`config.mk`:
```
export PLATFORM = sky130hd
export DESIGN_NAME = nibble_serial_subtractor_flat
export DESIGN_NICKNAME = d
export VERILOG_FILES = /design/src/rtl/nibble_serial_subtractor_if.sv /design/src/rtl/nibble_serial_subtractor.sv /design/src/flat_wrapper.sv
export SDC_FILE = /design/constraint.sdc
export NUM_CORES = 1
export LEC_CHECK = 0
export ABC_AREA = 1
export BUFFER_PORTS_ARGS = -buffer_cell sky130_fd_sc_hd__buf_4
export CORE_UTILIZATION = 53
export CTS_CLUSTER_SIZE = 8
export DETAILED_ROUTE_END_ITERATION = 10
export GPL_ROUTABILITY_DRIVEN = 1
export PLACE_DENSITY = 0.78
export SLEW_MARGIN = 30
export SYNTH_ARGS = -nofsm -noshare
export SYNTH_HDL_FRONTEND = slang
export SYNTH_SLANG_ARGS = --single-unit
```
`constraint.sdc`:
```
create_clock -name clk -period 1.9 [get_ports clk]
set_input_delay 0.38 -clock clk [delete_from_list [all_inputs] [get_ports clk]]
set_output_delay 0.38 -clock clk [all_outputs]
set_load 0.1 [all_outputs]
```
`src/rtl/nibble_serial_subtractor_if.sv`:
```
// nibble_serial_subtractor_if: start/done handshake and operand/result bus; SUB_SIGNED_OVF_EN adds ovf
interface nibble_serial_subtractor_if #(parameter int WIDTH = 16);
    logic             start;
    logic [WIDTH-1:0] A;
    logic [WIDTH-1:0] B;
    logic             Bw_in;
    logic             busy;
    logic             done;
    logic [WIDTH-1:0] Diff;
    logic             Bw_out;
`ifdef SUB_SIGNED_OVF_EN
    logic             ovf;
    modport master (output start, A, B, Bw_in, input busy, done, Diff, Bw_out, ovf);
    modport slave  (input start, A, B, Bw_in, output busy, done, Diff, Bw_out, ovf);
`else
    modport master (output start, A, B, Bw_in, input busy, done, Diff, Bw_out);
    modport slave  (input start, A, B, Bw_in, output busy, done, Diff, Bw_out);
`endif
endinterface

```
`src/rtl/nibble_serial_subtractor.sv`:
```
// nibble_serial_subtractor: A - B - Bw_in one CLA nibble per clock, LSB first; SUB_SIGNED_OVF_EN adds signed overflow flag
module nibble_serial_subtractor #(
    parameter int WIDTH = 16
) (
    input logic clk,
    input logic rst,
    nibble_serial_subtractor_if.slave bus
);
    localparam int N  = WIDTH / 4;
    localparam int CW = (N > 1) ? $clog2(N) : 1;
    typedef enum logic {IDLE, RUN} state_t;
    state_t           state, next;
    logic [WIDTH-1:0] a_q, b_q;
    logic [CW-1:0]    cnt;
    logic             borrow;
    logic [3:0]       a_n, nb, p, g, c, s;
    logic             c4, last;
    assign a_n  = a_q[3:0];
    assign nb   = ~b_q[3:0];
    assign p    = a_n ^ nb;
    assign g    = a_n & nb;
    assign c[0] = ~borrow;
    assign c[1] = g[0] | (p[0] & c[0]);
    assign c[2] = g[1] | (p[1] & g[0]) | (p[1] & p[0] & c[0]);
    assign c[3] = g[2] | (p[2] & g[1]) | (p[2] & p[1] & g[0]) | (p[2] & p[1] & p[0] & c[0]);
    assign c4   = g[3] | (p[3] & g[2]) | (p[3] & p[2] & g[1]) | (p[3] & p[2] & p[1] & g[0]) | (&p & c[0]);
    assign s    = p ^ c;
    assign last = cnt == CW'(N - 1);
    // state register
    always_ff @(posedge clk) begin
        if (rst) state <= IDLE;
        else     state <= next;
    end
    // accept on start in IDLE, return to IDLE after the last nibble
    always_comb begin
        next = state;
        next = (state == IDLE) ? (bus.start ? RUN : IDLE) : (last ? IDLE : RUN);
    end
    // operand latch, nibble datapath and handshake outputs; operands shift right so the live nibble is always [3:0]
    always_ff @(posedge clk) begin
        if (rst) begin
            a_q        <= '0;
            b_q        <= '0;
            cnt        <= '0;
            borrow     <= 1'b0;
            bus.busy   <= 1'b0;
            bus.done   <= 1'b0;
            bus.Diff   <= '0;
            bus.Bw_out <= 1'b0;
`ifdef SUB_SIGNED_OVF_EN
            bus.ovf    <= 1'b0;
`endif
        end else begin
            bus.done <= 1'b0;
            if (state == IDLE) begin
                if (bus.start) begin
                    a_q      <= bus.A;
                    b_q      <= bus.B;
                    borrow   <= bus.Bw_in;
                    cnt      <= '0;
                    bus.Diff <= '0;
                    bus.busy <= 1'b1;
                end
            end else begin
                bus.Diff[{cnt, 2'b00} +: 4] <= s;
                borrow <= ~c4;
                a_q    <= a_q >> 4;
                b_q    <= b_q >> 4;
                cnt    <= cnt + 1'b1;
                if (last) begin
                    bus.Bw_out <= ~c4;
                    bus.done   <= 1'b1;
                    bus.busy   <= 1'b0;
`ifdef SUB_SIGNED_OVF_EN
                    bus.ovf    <= (a_n[3] ^ b_q[3]) & (s[3] ^ a_n[3]);
`endif
                end
            end
        end
    end
endmodule

```
`src/flat_wrapper.sv`:
```
// flat-port wrapper written by rule: the top's interface ports become plain ports
module nibble_serial_subtractor_flat 
#(
    parameter int WIDTH = 16
)
  (clk, rst, bus_start, bus_A, bus_B, bus_Bw_in, bus_busy, bus_done, bus_Diff, bus_Bw_out);
  nibble_serial_subtractor_if #(.WIDTH(WIDTH)) bus_i ();
  input logic clk;
  input logic rst;
  input wire logic [$bits(bus_i.start)-1:0] bus_start;
  input wire logic [$bits(bus_i.A)-1:0] bus_A;
  input wire logic [$bits(bus_i.B)-1:0] bus_B;
  input wire logic [$bits(bus_i.Bw_in)-1:0] bus_Bw_in;
  output wire logic [$bits(bus_i.busy)-1:0] bus_busy;
  output wire logic [$bits(bus_i.done)-1:0] bus_done;
  output wire logic [$bits(bus_i.Diff)-1:0] bus_Diff;
  output wire logic [$bits(bus_i.Bw_out)-1:0] bus_Bw_out;
  assign bus_i.start = bus_start;
  assign bus_i.A = bus_A;
  assign bus_i.B = bus_B;
  assign bus_i.Bw_in = bus_Bw_in;
  assign bus_busy = bus_i.busy;
  assign bus_done = bus_i.done;
  assign bus_Diff = bus_i.Diff;
  assign bus_Bw_out = bus_i.Bw_out;
  nibble_serial_subtractor #(.WIDTH(WIDTH)) u_core (.clk(clk), .rst(rst), .bus(bus_i));
endmodule
```
==> summary.txt, run 1 <==
Cells and area
  – Fillers: ~420
  – ANT cells: 0
  – Nets: 453
  – Layout cells sized above 1: 0.1936
  – Area growth syn-to-layout: 21.20%

Timing
  – Hold WS: 0.3277 ns
  – Final hold vios: 0
  – Clock skew: about 0.0045 ns
  – Slew HR: 0.6062
  – Post-route setup slack: between 0.3 and 0.4 ns
  – Final TNS setup: 0 ns
  – Worst-Margin Slew: approximately 0.6 ns
  – Peak Freq: 636.3 MHz
  – Period utilisation layout: 0.8272
  – Slew Viols, Final: 0
  – Tmin final: between 1.5 and 2 ns
  – Unrepaired setup endpoints after global routing: no
  – Setup violators final: 0

Yosys
  – Synth warn: 0
  – Synth Instances: 352
  – Mapped Nets: approximately 400
  – Top post-synthesis cells by area: dfxtp_1, nand2_1, inv_1
  – Syn Area/Cell: ~7.2 sq um
  – Seq/Total Area, Yosys: 0.4339
  – Post-synth cell types: 23
  – Yosys reg bits: 55
  – Post-synth top area share: 0.4339
  – Post-synthesis cell area: approximately 0.0025 sq mm
  – Top cell type by total area after synthesis: dfxtp_1

Setup path
  – Required time of the worst setup path: around 2.1 ns
  – R2R Setup Slk: roughly 0.33 ns
  – Nature of the critical path startpoint: flop
  – Setup CP Type: reg2reg
  – CP endpoint kind: flop
  – CP arrival: approximately 1.8 ns
  – FF-to-FF End: u_core.bus.Diff[11]$_SDFFE_PP0P_
  – Launching point of the worst reg2reg path: u_core.b_q[2]$_SDFFE_PP0P_
  – Max FO, Critical Path: 4
  – Worst r2r path cells: 8

Detailed routing
  – 1st-iter DRT viols: between 90 and 100
  – Post-DR vias/cell: around 5.0
  – Antenna-violating nets left: 0
  – DRC viols: 4
  – First-pass iteration count of the detailed router: 7
  – DRT Wirelength: around 5400 um
  – Vias: around 2300
  – Wire per inst: roughly 12 um

CTS
  – CTS tree: yes
  – Post-CTS Resized: 0
  – Clock Root Buffer: clkbuf_8
  – Postcts setup bufs: 0
  – Inserted Clock Buffers: 5
  – Cts hold-fix bufs: 0
  – Max H-tree Level: 2
  – Clk sinks: between 50 and 60
  – Worst skew pair latency: 0.30 ns
  – Clock Path Buffers: 2
  – Clk slew on worst S/H paths: roughly 0.09 ns

Floorplanning
  – Initial Util: 0.5671
  – Die ar.: 0.005068 sq mm
  – FP Rows: 24
  – Die height: a little over 70 um
  – Ports: 55
  – Core region area: 0.004474 sq mm
  – Chip Width: 71.19 um

Worst hold path
  – Hold path cells: 3
  – Hold Crit Endpoint: u_core.b_q[15]$_SDFFE_PP0P_
  – Hold_sp: bus_B[15]
  – Worst Hold Class: in2reg

Place
  – Gp weighted congestion: about 0.85
  – I/O Buffers: 54
  – DP HPWL: 4032 um
  – Place WS: 0.3352 ns

Global routing
  – Largest net degree at the start of global routing: 28
  – First-pass GRT wire length: roughly 9300 um
  – GRT overflow: 0
  – Gr usage total: 0.2303
  – Number of global-route vias before repair: 2127
  – Initial antenna violation count: 0

Power
  – PD cells: 753.9 mW/mm^2
  – Leakage: 0.001563 uW
  – Peak supply drop: roughly 0.50 mV
  – Total chip power: about 2300 uW

Outcome
  – Violated checks: design-rule violations
  – Status: finished with violations

Run
  – Max Cap Viol: 0
power by group:
group          total (uW)  switching (uW)  internal [uW]
registers            1240            33.1           1200
logic                 467             290            177
clock network         615             355            260
how the worst max path moves through the flow:
stage	startpoint	endpoint	slack, ns	cells after the start
2_1_floorplan	u_core.cnt[0]$_SDFFE_PP0P_	u_core.bus.Diff[2]$_SDFFE_PP0P_	0.37	6
3_3_place_gp	u_core.b_q[2]$_SDFFE_PP0P_	u_core.bus.Diff[15]$_SDFFE_PP0P_	0.38	9
3_5_place_dp	bus_start	u_core.borrow$_SDFFE_PP0P_	0.34	6
4_1_cts	u_core.b_q[2]$_SDFFE_PP0P_	u_core.bus.Diff[11]$_SDFFE_PP0P_	0.32	8
5_1_grt	u_core.a_q[0]$_SDFFE_PP0P_	u_core.bus.Diff[4]$_SDFFE_PP0P_	0.20	5
6_report	u_core.b_q[2]$_SDFFE_PP0P_	u_core.bus.Diff[11]$_SDFFE_PP0P_	0.33	8
state kept, by name, indices dropped and copies added, names as in the netlist:
register           cells
u_core.b_q            16
u_core.bus.done        1
u_core.cnt             2
u_core.bus.Diff       16
u_core.bus.busy        1
u_core.state           1
u_core.borrow          1
u_core.bus.Bw_out      1
u_core.a_q            16
critical path, stage by stage, from the launching register on:
cell and delay [ns]:
dfxtp_1 0.34, inv_1 0.05, ha_1 0.33, or2_2 0.28, nand2_1 0.09, nand3_1 0.07, nand2_1 0.13, nand3_1 0.08
a21oi_1 0.14
per-layer routing:
layer / routed length, um / vias up / track usage
li1: - / 1214 / -
met3: 199 / 12 / 0.03561
met4: 130 / 0 / 0.09111
met5: 0 / - / 0
met1: 2438 / 1015 / 0.2799
met2: 2655 / 60 / 0.4063
cells in the final DEF, fill, tap and decap left out, drive strengths merged, types with 2 or more instances in the layout:
cell type and n:
nor2 12, nand3 18, clkinv 2, inv 42, clkbuf 7, nand4 5
ha 9, dfxtp 55, a21oi 33, buf 63, a22oi 14, o21ai 2
nand2 141
layout make-up:
cell class                      instances  area, sq um  area share
Sequential cell                        55         1101      0.3580
Clock inverter                          1        5.005    0.001627
Multi-Input combinational cell        239         1194      0.3881
Inverter                               43        161.4     0.05248
Timing Repair Buffer                   63        473.0      0.1538
Tap cell                               52        65.06     0.02116
Clock buffer                            7        76.32     0.02482
cell families after synthesis:
| group | after synthesis | share of synthesized area |
|---|---|---|
| adders and majority gates | 10 | 0.05227 |
| buffers and inverters | 58 | 0.09566 |
| and+or+nand+nor | 179 | 0.2865 |
| xor gates and xnor gates | 1 | 0.003452 |
| DFF | 55 | 0.4339 |
| AOI/OAI and AO/OA | 49 | 0.1282 |
Yosys cell counts:
| cell type | number |
|---|---|
| nand2_1 | 141 |
| dfxtp_1 | 55 |
| inv_1 | 39 |
| a21oi_1 | 29 |
| nand3_1 | 18 |
| a22oi_1 | 14 |
| nor2_1 | 11 |
| ha_1 | 9 |
| clkbuf_1 | 6 |
| buf_2 | 5 |
| nand4_1 | 5 |
| a21oi_4 | 4 |
| buf_4 | 3 |
| inv_2 | 3 |
| o21ai_0 | 2 |
| buf_6 | 1 |
| clkinv_1 | 1 |
| fa_1 | 1 |
| nor2_4 | 1 |
| nor3_1 | 1 |
| nor4_2 | 1 |
| or2_2 | 1 |
| xnor2_1 | 1 |
stage by stage:
| step | instances | area [sq um] | utilization |
|---|---|---|---|
| 3_3_place_gp | 452 | 2994 | 0.6692 |
| 3_5_place_dp | 452 | 2994 | 0.6692 |
| 6_report | 460 | 3075 | 0.6874 |
| 5_1_grt | 460 | 3075 | 0.6874 |
| 2_1_floorplan | 352 | 2537 | - |
| 4_1_cts | 460 | 3075 | 0.6874 |
Power figures use the tool's default switching activity.
==> run 2: changes to the inputs <==
==> constraint.sdc (replaced) <==
create_clock -name clk -period 1.6 [get_ports clk]
set_input_delay 0.32 -clock clk [delete_from_list [all_inputs] [get_ports clk]]
set_output_delay 0.32 -clock clk [all_outputs]
set_load 0.1 [all_outputs]
==> run 2 against run 1 <==
Net effect:
- the flow still finishes with violations (design-rule violations)
- clock-buffer cell count fell by 1
- register-to-register slack worse by 0.24 ns
- via count rose by 3.1%
- combinational power increased by 28%
- clock skew is 0.0037 ns higher
- global-route usage rose by 0.99 points
- wire length increased by 5.9%
==> summary.txt, run 2 (synthesis gave the netlist of run 1 again) <==
CTS
  – Inserted Clock Buffers: 5 (unchanged)
  – Clk slew on worst S/H paths: 0.10 ns (was 0.09 ns)
  – Clock Path Buffers: 2 (unchanged)
  – CTS tree: yes (unchanged)
  – Worst skew pair latency: 0.31 ns (was 0.30 ns)
  – Clk sinks: 55 (unchanged)
  – Clock Root Buffer: clkbuf_8 (unchanged)
  – Max H-tree Level: 2 (unchanged)

Detailed routing
  – DRC viols: 4 (unchanged)
  – Antenna-violating nets left: 0 (unchanged)
  – DRT Wirelength: 5743 um (was 5423 um)
  – Vias: 2372 (was 2301)
  – 1st-iter DRT viols: 84 (was 96)
  – First-pass iteration count of the detailed router: 8 (was 7)
  – Post-DR vias/cell: 5.134 (was 5.002)
  – Wire per inst: 12.43 um (was 11.79 um)

Setup path
  – CP endpoint kind: flop (unchanged)
  – FF-to-FF End: u_core.bus.Diff[5]$_SDFFE_PP0P_ (was u_core.bus.Diff[11]$_SDFFE_PP0P_)
  – CP arrival: 1.75 ns (was 1.80 ns)
  – Max FO, Critical Path: 3 (was 4)
  – Nature of the critical path startpoint: flop (unchanged)
  – R2R Setup Slk: 0.09 ns (was 0.33 ns)
  – Launching point of the worst reg2reg path: u_core.b_q[0]$_SDFFE_PP0P_ (was u_core.b_q[2]$_SDFFE_PP0P_)
  – Worst r2r path cells: 6 (was 8)
  – Setup CP Type: reg2reg (unchanged)
  – Required time of the worst setup path: 1.84 ns (was 2.13 ns)

Power
  – Internal power: 1974 uW (was 1641 uW)
  – Clock power frac: 0.265 (about the same)
  – Combinational power share: 0.213 (was 0.201)
  – Sequential power share: 0.522 (was 0.533)
  – Net Sw Power: 844.4 uW (was 678.0 uW)
  – PD cells: 890.9 mW/mm^2 (was 753.9 mW/mm^2)
  – Peak supply drop: 0.5657 mV (was 0.5031 mV)
  – Switching Share: 0.2996 (was 0.2924)
  – Leakage: 0.001584 uW (was 0.001563 uW)

Floorplanning
  – Chip Width: 71.19 um (unchanged)
  – Die height: 71.19 um (unchanged)
  – Core region area: 0.004474 sq mm (unchanged)
  – FP Rows: 24 (unchanged)
  – Initial Util: 0.5671 (unchanged)
  – Die ar.: 0.005068 sq mm (unchanged)
  – Ports: 55 (unchanged)

Timing
  – Peak Freq: 661.4 MHz (was 636.3 MHz)
  – Worst-Margin Slew: 0.6439 ns (was 0.5893 ns)
  – Clock skew: 0.008230 ns (was 0.004502 ns)
  – Final hold vios: 0 (unchanged)
  – Tmin final: 1.512 ns (was 1.572 ns)
  – Setup violators final: 0 (unchanged)
  – Slew Viols, Final: 0 (unchanged)
  – Slew HR: 0.5701 (was 0.6062)
  – Unrepaired setup endpoints after global routing: yes (was no)
  – Period utilisation layout: 0.9450 (was 0.8272)
  – Hold WS: 0.2623 ns (was 0.3277 ns)

Global routing
  – GR peak layer: met2 (unchanged)
  – Met3 usage: 0.05128 (was 0.03561)
  – Number of global-route vias before repair: 2168 (was 2127)
  – Met2 Use GR: 0.4455 (was 0.4063)
  – Initial antenna violation count: 0 (unchanged)
  – GRT overflow: 0 (unchanged)
  – Gr usage total: 0.2401 (was 0.2303)
  – Largest net degree at the start of global routing: 31 (was 28)
  – First-pass GRT wire length: 9625 um (was 9342 um)
  – Met1 Usage GRT: 0.2761 (was 0.2799)

Worst hold path
  – Hold path cells: 3 (unchanged)
  – Hold Crit Endpoint: u_core.a_q[13]$_SDFFE_PP0P_ (was u_core.b_q[15]$_SDFFE_PP0P_)
  – Hold_sp: bus_A[13] (was bus_B[15])
  – Worst Hold Class: in2reg (unchanged)

Cells and area
  – Layout cells sized above 1: 0.2341 (was 0.1936)
  – Most frequent cells in the layout: nand2_1, buf_4, dfxtp_1 (unchanged)
  – ANT cells: 0 (unchanged)
  – Most common cell after layout, fill and taps aside: nand2_1 (unchanged)
  – Fillers: 398 (was 424)
  – Final std cells w/o fill: 462 (was 460)
  – Regs by FF count: u_core.a_q x16, u_core.b_q x16, u_core.bus.Diff x16 (unchanged)
  – Area growth syn-to-layout: 24.70% (was 21.20%)
  – Nets: 455 (was 453)

Place
  – DP HPWL: 4133 um (was 4032 um)
  – Gp weighted congestion: 0.8626 (was 0.8463)
  – Placed insts: 453 (was 452)
  – I/O Buffers: 54 (unchanged)

Outcome
  – Violated checks: design-rule violations (unchanged)
  – Status: finished with violations (unchanged)

Run
  – Max Cap Viol: 0 (unchanged)
-- run 2: cell types whose count changed in the layout (fill, tap and decap cells not counted), sizes merged --
cell	previous run	this run
clkinvlp	0	1
buf	63	65
clkbuf	7	6
-- run 2: final cells by class --
cell class / count / area (sq um) / share of cell area
multi-input combinational: 239 / 1247 / 0.3942
sequential: 55 / 1105 / 0.3492
inverter: 43 / 161.4 / 0.05101
tap: 52 / 65.06 / 0.02056
clock buffer: 6 / 72.57 / 0.02293
timing repair buffer: 65 / 500.5 / 0.1582
clock inverter: 2 / 12.51 / 0.003954
-- run 2: how the worst max path moves through the flow --
stage	from	slack (ns)	cells after the start	to
6_report	u_core.b_q[0]$_SDFFE_PP0P_	0.09	6	u_core.bus.Diff[5]$_SDFFE_PP0P_
5_1_grt	u_core.b_q[2]$_SDFFE_PP0P_	-0.02	8	u_core.bus.Diff[7]$_SDFFE_PP0P_
2_1_floorplan	u_core.cnt[0]$_SDFFE_PP0P_	0.07	6	u_core.bus.Diff[2]$_SDFFE_PP0P_
3_5_place_dp	u_core.b_q[0]$_SDFFE_PP0P_	0.04	6	u_core.bus.Diff[5]$_SDFFE_PP0P_
3_3_place_gp	u_core.b_q[0]$_SDFFE_PP0P_	0.08	6	u_core.bus.Diff[5]$_SDFFE_PP0P_
4_1_cts	u_core.b_q[2]$_SDFFE_PP0P_	0.01	9	u_core.bus.Diff[15]$_SDFFE_PP0P_
-- run 2: routing by layer --
metal  share of wire  up-vias
met4          0.0098        0
li1                -     1218
met2            0.51       69
met1            0.42     1076
met3           0.055        9
met5               0        -
-- run 2: worst max-delay path, stage by stage (launching register included) --
cell     delay (ns)
dfxtp_2        0.36
fa_2           0.41
xnor2_2        0.22
nand2_1        0.12
nor2_2         0.15
nand2_1        0.06
a21oi_1        0.13
-- run 2: through the flow --
step | TNS (ns) | cell area [sq um] | total power [uW] | utilization | setup slack, ns
floorplan | 0 | 2537 | 1879 | - | 0.07105
global placement | 0 | 3014 | 2043 | 0.6737 | 0.07943
detailed placement | 0 | 3014 | 2058 | 0.6737 | 0.03525
CTS | 0 | 3107 | 2791 | 0.6944 | 0.01170
global route | -0.05101 | 3164 | 2961 | 0.7072 | -0.02432
finish | 0 | 3164 | 2819 | 0.7072 | 0.08794
-- run 2: power groups by stage --
stage               clock network (uW)  logic [uW]  registers (uW)
floorplan                            0         333            1550
global placement                     0         546            1500
detailed placement                   0         560            1500
CTS                                757         567            1470
global route                       815         667            1480
finish                             748         600            1470
-- run 2: what timing repair did --
action,CTS,global route
endpoints found under the setup margin,1,14
endpoints found under the hold margin,0,0
hold buffers,0,0
setup buffers,0,1
pin swaps,0,2
resized for setup,1,14
==> run 3: changes to the inputs <==
--- a/config.mk
+++ b/config.mk
@@ -7,11 +7,12 @@
 export LEC_CHECK = 0
 export ABC_AREA = 1
 export BUFFER_PORTS_ARGS = -buffer_cell sky130_fd_sc_hd__buf_4
-export CORE_UTILIZATION = 53
+export CORE_UTILIZATION = 47
+export CTS_CLUSTER_DIAMETER = 40
 export CTS_CLUSTER_SIZE = 8
 export DETAILED_ROUTE_END_ITERATION = 10
 export GPL_ROUTABILITY_DRIVEN = 1
-export PLACE_DENSITY = 0.78
+export PLACE_DENSITY = 0.71
 export SLEW_MARGIN = 30
 export SYNTH_ARGS = -nofsm -noshare
 export SYNTH_HDL_FRONTEND = slang
==> run 3 against run 2 <==
Net effect:
- the flow now finishes without violations
- combinational power decreased by 2%
- utilization decreased by 9.1 points
- die area increased by 12%
- clock power decreased by 0.8%
- wire length decreased by 2.8%
- non-clock buffer count unchanged
- maximum frequency increased by 1.0%
- worst hold slack about the same
- highest routed layer unchanged
==> summary.txt, run 3 (synthesis gave the netlist of run 1 again) <==
Outcome
  – Status: finished, final reports clean (was finished with violations)

Run
  – Max Cap Viol: 0 (unchanged)

Timing
  – Worst-Margin Slew: 0.5085 ns (was 0.6439 ns)
  – Peak Freq: 668.0 MHz (was 661.4 MHz)
  – Setup violators final: 0 (unchanged)
  – Clock skew: 0.007133 ns (was 0.008230 ns)
  – Final hold vios: 0 (unchanged)
  – Slew HR: 0.6605 (was 0.5701)
  – Hold WS: 0.2620 ns (was 0.2623 ns)
  – Unrepaired setup endpoints after global routing: yes (unchanged)
  – Period utilisation layout: 0.9356 (was 0.9450)
  – Slew Viols, Final: 0 (unchanged)
  – Tmin final: 1.497 ns (was 1.512 ns)

Detailed routing
  – Antenna-violating nets left: 0 (unchanged)
  – Metal3 WL: 209 um (was 314 um)
  – 1st-iter DRT viols: 97 (was 84)
  – Metal2 WL: 2768 um (was 2946 um)
  – Top sig layer: met4 (unchanged)
  – Vias: 2326 (was 2372)
  – DRT Wirelength: 5582 um (was 5743 um)
  – M1 WL: 2515 um (was 2426 um)
  – First-pass iteration count of the detailed router: 4 (was 8)
  – Wire per inst: 11.63 um (was 12.43 um)
  – DRC viols: 0 (was 4)
  – Post-DR vias/cell: 4.846 (was 5.134)

Power
  – Leakage: 0.001579 uW (was 0.001584 uW)
  – Peak supply drop: 0.4730 mV (was 0.5657 mV)
  – PD cells: 883.4 mW/mm^2 (was 890.9 mW/mm^2)

Place
  – DP HPWL: 4115 um (was 4133 um)
  – Gp weighted congestion: 0.8256 (was 0.8626)
  – I/O Buffers: 54 (unchanged)
  – Placement-stage cell area: 0.003044 sq mm (was 0.003014 sq mm)

Cells and area
  – ANT cells: 0 (unchanged)
  – Final instance area: 0.003168 sq mm (was 0.003164 sq mm)
  – Nets: 455 (unchanged)
  – Fillers: 520 (was 398)
  – Most frequent cells in the layout: nand2_1, buf_4, dfxtp_1 (unchanged)
  – Multi-input logic area: 0.001232 sq mm (was 0.001247 sq mm)
  – Regs by FF count: u_core.a_q x16, u_core.b_q x16, u_core.bus.Diff x16 (unchanged)
  – FF+latch area: 0.001105 sq mm (unchanged)
  – Finished Core Util: 0.6164 (was 0.7072)
  – Layout cells sized above 1: 0.2220 (was 0.2341)
  – Most common cell after layout, fill and taps aside: nand2_1 (unchanged)
  – Area growth syn-to-layout: 24.85% (was 24.70%)

Setup path
  – CP endpoint kind: flop (unchanged)
  – CP max stage delay: 0.46 ns (was 0.41 ns)
  – CP Cell Sequence: inv_1, ha_1, nor4_2, nand2_1, a21oi_1 (was fa_2, xnor2_2, nand2_1, nor2_2, nand2_1, a21oi_1)
  – Setup CP Type: reg2reg (unchanged)
  – Max FO, Critical Path: 4 (was 3)
  – Nature of the critical path startpoint: flop (unchanged)
  – CP arrival: 1.74 ns (was 1.75 ns)
  – R2R Setup Slk: 0.10 ns (was 0.09 ns)
  – Critical path's slowest cell: nor4_2 (was fa_2)
  – Cell family with most CP delay: simple AND/OR/NAND/NOR gates (was adder cells)
  – Required time of the worst setup path: 1.84 ns (about the same)
  – Worst Path Buf+Inv: 1 (was 0)

CTS
  – Worst skew pair latency: 0.31 ns (about the same)
  – CTS tree: yes (unchanged)
  – Clock Root Buffer: clkbuf_8 (unchanged)
  – Clk slew on worst S/H paths: 0.09 ns (was 0.10 ns)
  – Inserted Clock Buffers: 5 (unchanged)
  – Clk sinks: 55 (unchanged)
  – Clock Path Buffers: 2 (unchanged)
  – Max H-tree Level: 2 (unchanged)

Global routing
  – Gr usage total: 0.2151 (was 0.2401)
  – Number of global-route vias before repair: 2092 (was 2168)
  – Initial antenna violation count: 0 (unchanged)
  – Largest net degree at the start of global routing: 28 (was 31)
  – GRT overflow: 0 (unchanged)
  – First-pass GRT wire length: 9252 um (was 9625 um)

Floorplanning
  – Die ar.: 0.005696 sq mm (was 0.005068 sq mm)
  – Initial Util: 0.4937 (was 0.5671)
  – Ports: 55 (unchanged)
  – FP Rows: 26 (was 24)
  – Die height: 75.48 um (was 71.19 um)
  – Chip Width: 75.48 um (was 71.19 um)
  – Core region area: 0.005140 sq mm (was 0.004474 sq mm)

Worst hold path
  – Worst Hold Class: in2reg (unchanged)
-- run 3: changes by cell type in the layout (fill, tap and decap cells not counted) --
cell,change
nor2_2,-2
clkinvlp_4,-1
fa_2,-1
fa_1,+1
clkbuf_1,+1
xnor2_1,+1
xnor2_2,-1
nor2_1,+2
-- run 3: worst min-delay path, delay by kind of cell --
family | cells | cell delay, ns
buffers and inverters | 1 | 0.11
AND/OR/NAND/NOR | 1 | 0.04
AO/OA/AOI/OAI | 1 | 0.06
-- run 3: through the flow --
step	setup WS [ns]	cells	power [uW]	TNS (ns)
4_1_cts	0.02635	480	2796	0
3_5_place_dp	0.05303	472	2064	0
3_3_place_gp	0.06658	472	2055	0
2_1_floorplan	0.07105	352	1879	0
5_1_grt	-0.01707	480	2956	-0.02692
6_report	0.1031	480	2799	0
-- run 3: path summary, 6_finish.rpt --
path,to,cells after the start,startpoint
setup / recovery,u_core.bus.Diff[2]$_SDFFE_PP0P_,5,u_core.cnt[0]$_SDFFE_PP0P_
setup reg to reg,u_core.bus.Diff[2]$_SDFFE_PP0P_,5,u_core.cnt[0]$_SDFFE_PP0P_
hold / removal,u_core.a_q[12]$_SDFFE_PP0P_,3,bus_A[12]
hold reg to reg,u_core.bus.Diff[8]$_SDFFE_PP0P_,2,u_core.bus.Diff[8]$_SDFFE_PP0P_
-- run 3: final cells by class --
| class | count | share of cell area |
|---|---|---|
| tap | 70 | 0.02765 |
| multi-input combinational | 239 | 0.3890 |
| clock buffer | 7 | 0.02409 |
| clock inverter | 1 | 0.001580 |
| sequential | 55 | 0.3487 |
| inverter | 43 | 0.05095 |
| timing repair buffer | 65 | 0.1580 |
-- run 3: metal layers --
layer | up-vias | global-route usage
li1 | 1219 | -
met1 | 1042 | 0.2597
met2 | 57 | 0.3839
met3 | 8 | 0.04233
met4 | 0 | 0.06996
met5 | - | 0
-- run 3: what timing repair did --
item	in CTS	in global routing
resized for setup	0	10
hold buffers	0	0
endpoints found under the setup margin	0	16
setup buffers	0	0
-- run 3: power breakdown --
| group | total [uW] | internal [uW] | switching [uW] |
|---|---|---|---|
| combinational | 588 | 232 | 357 |
| clock | 742 | 308 | 434 |
| sequential | 1470 | 1430 | 37.7 |
| total | 2800 | 1970 | 828 |
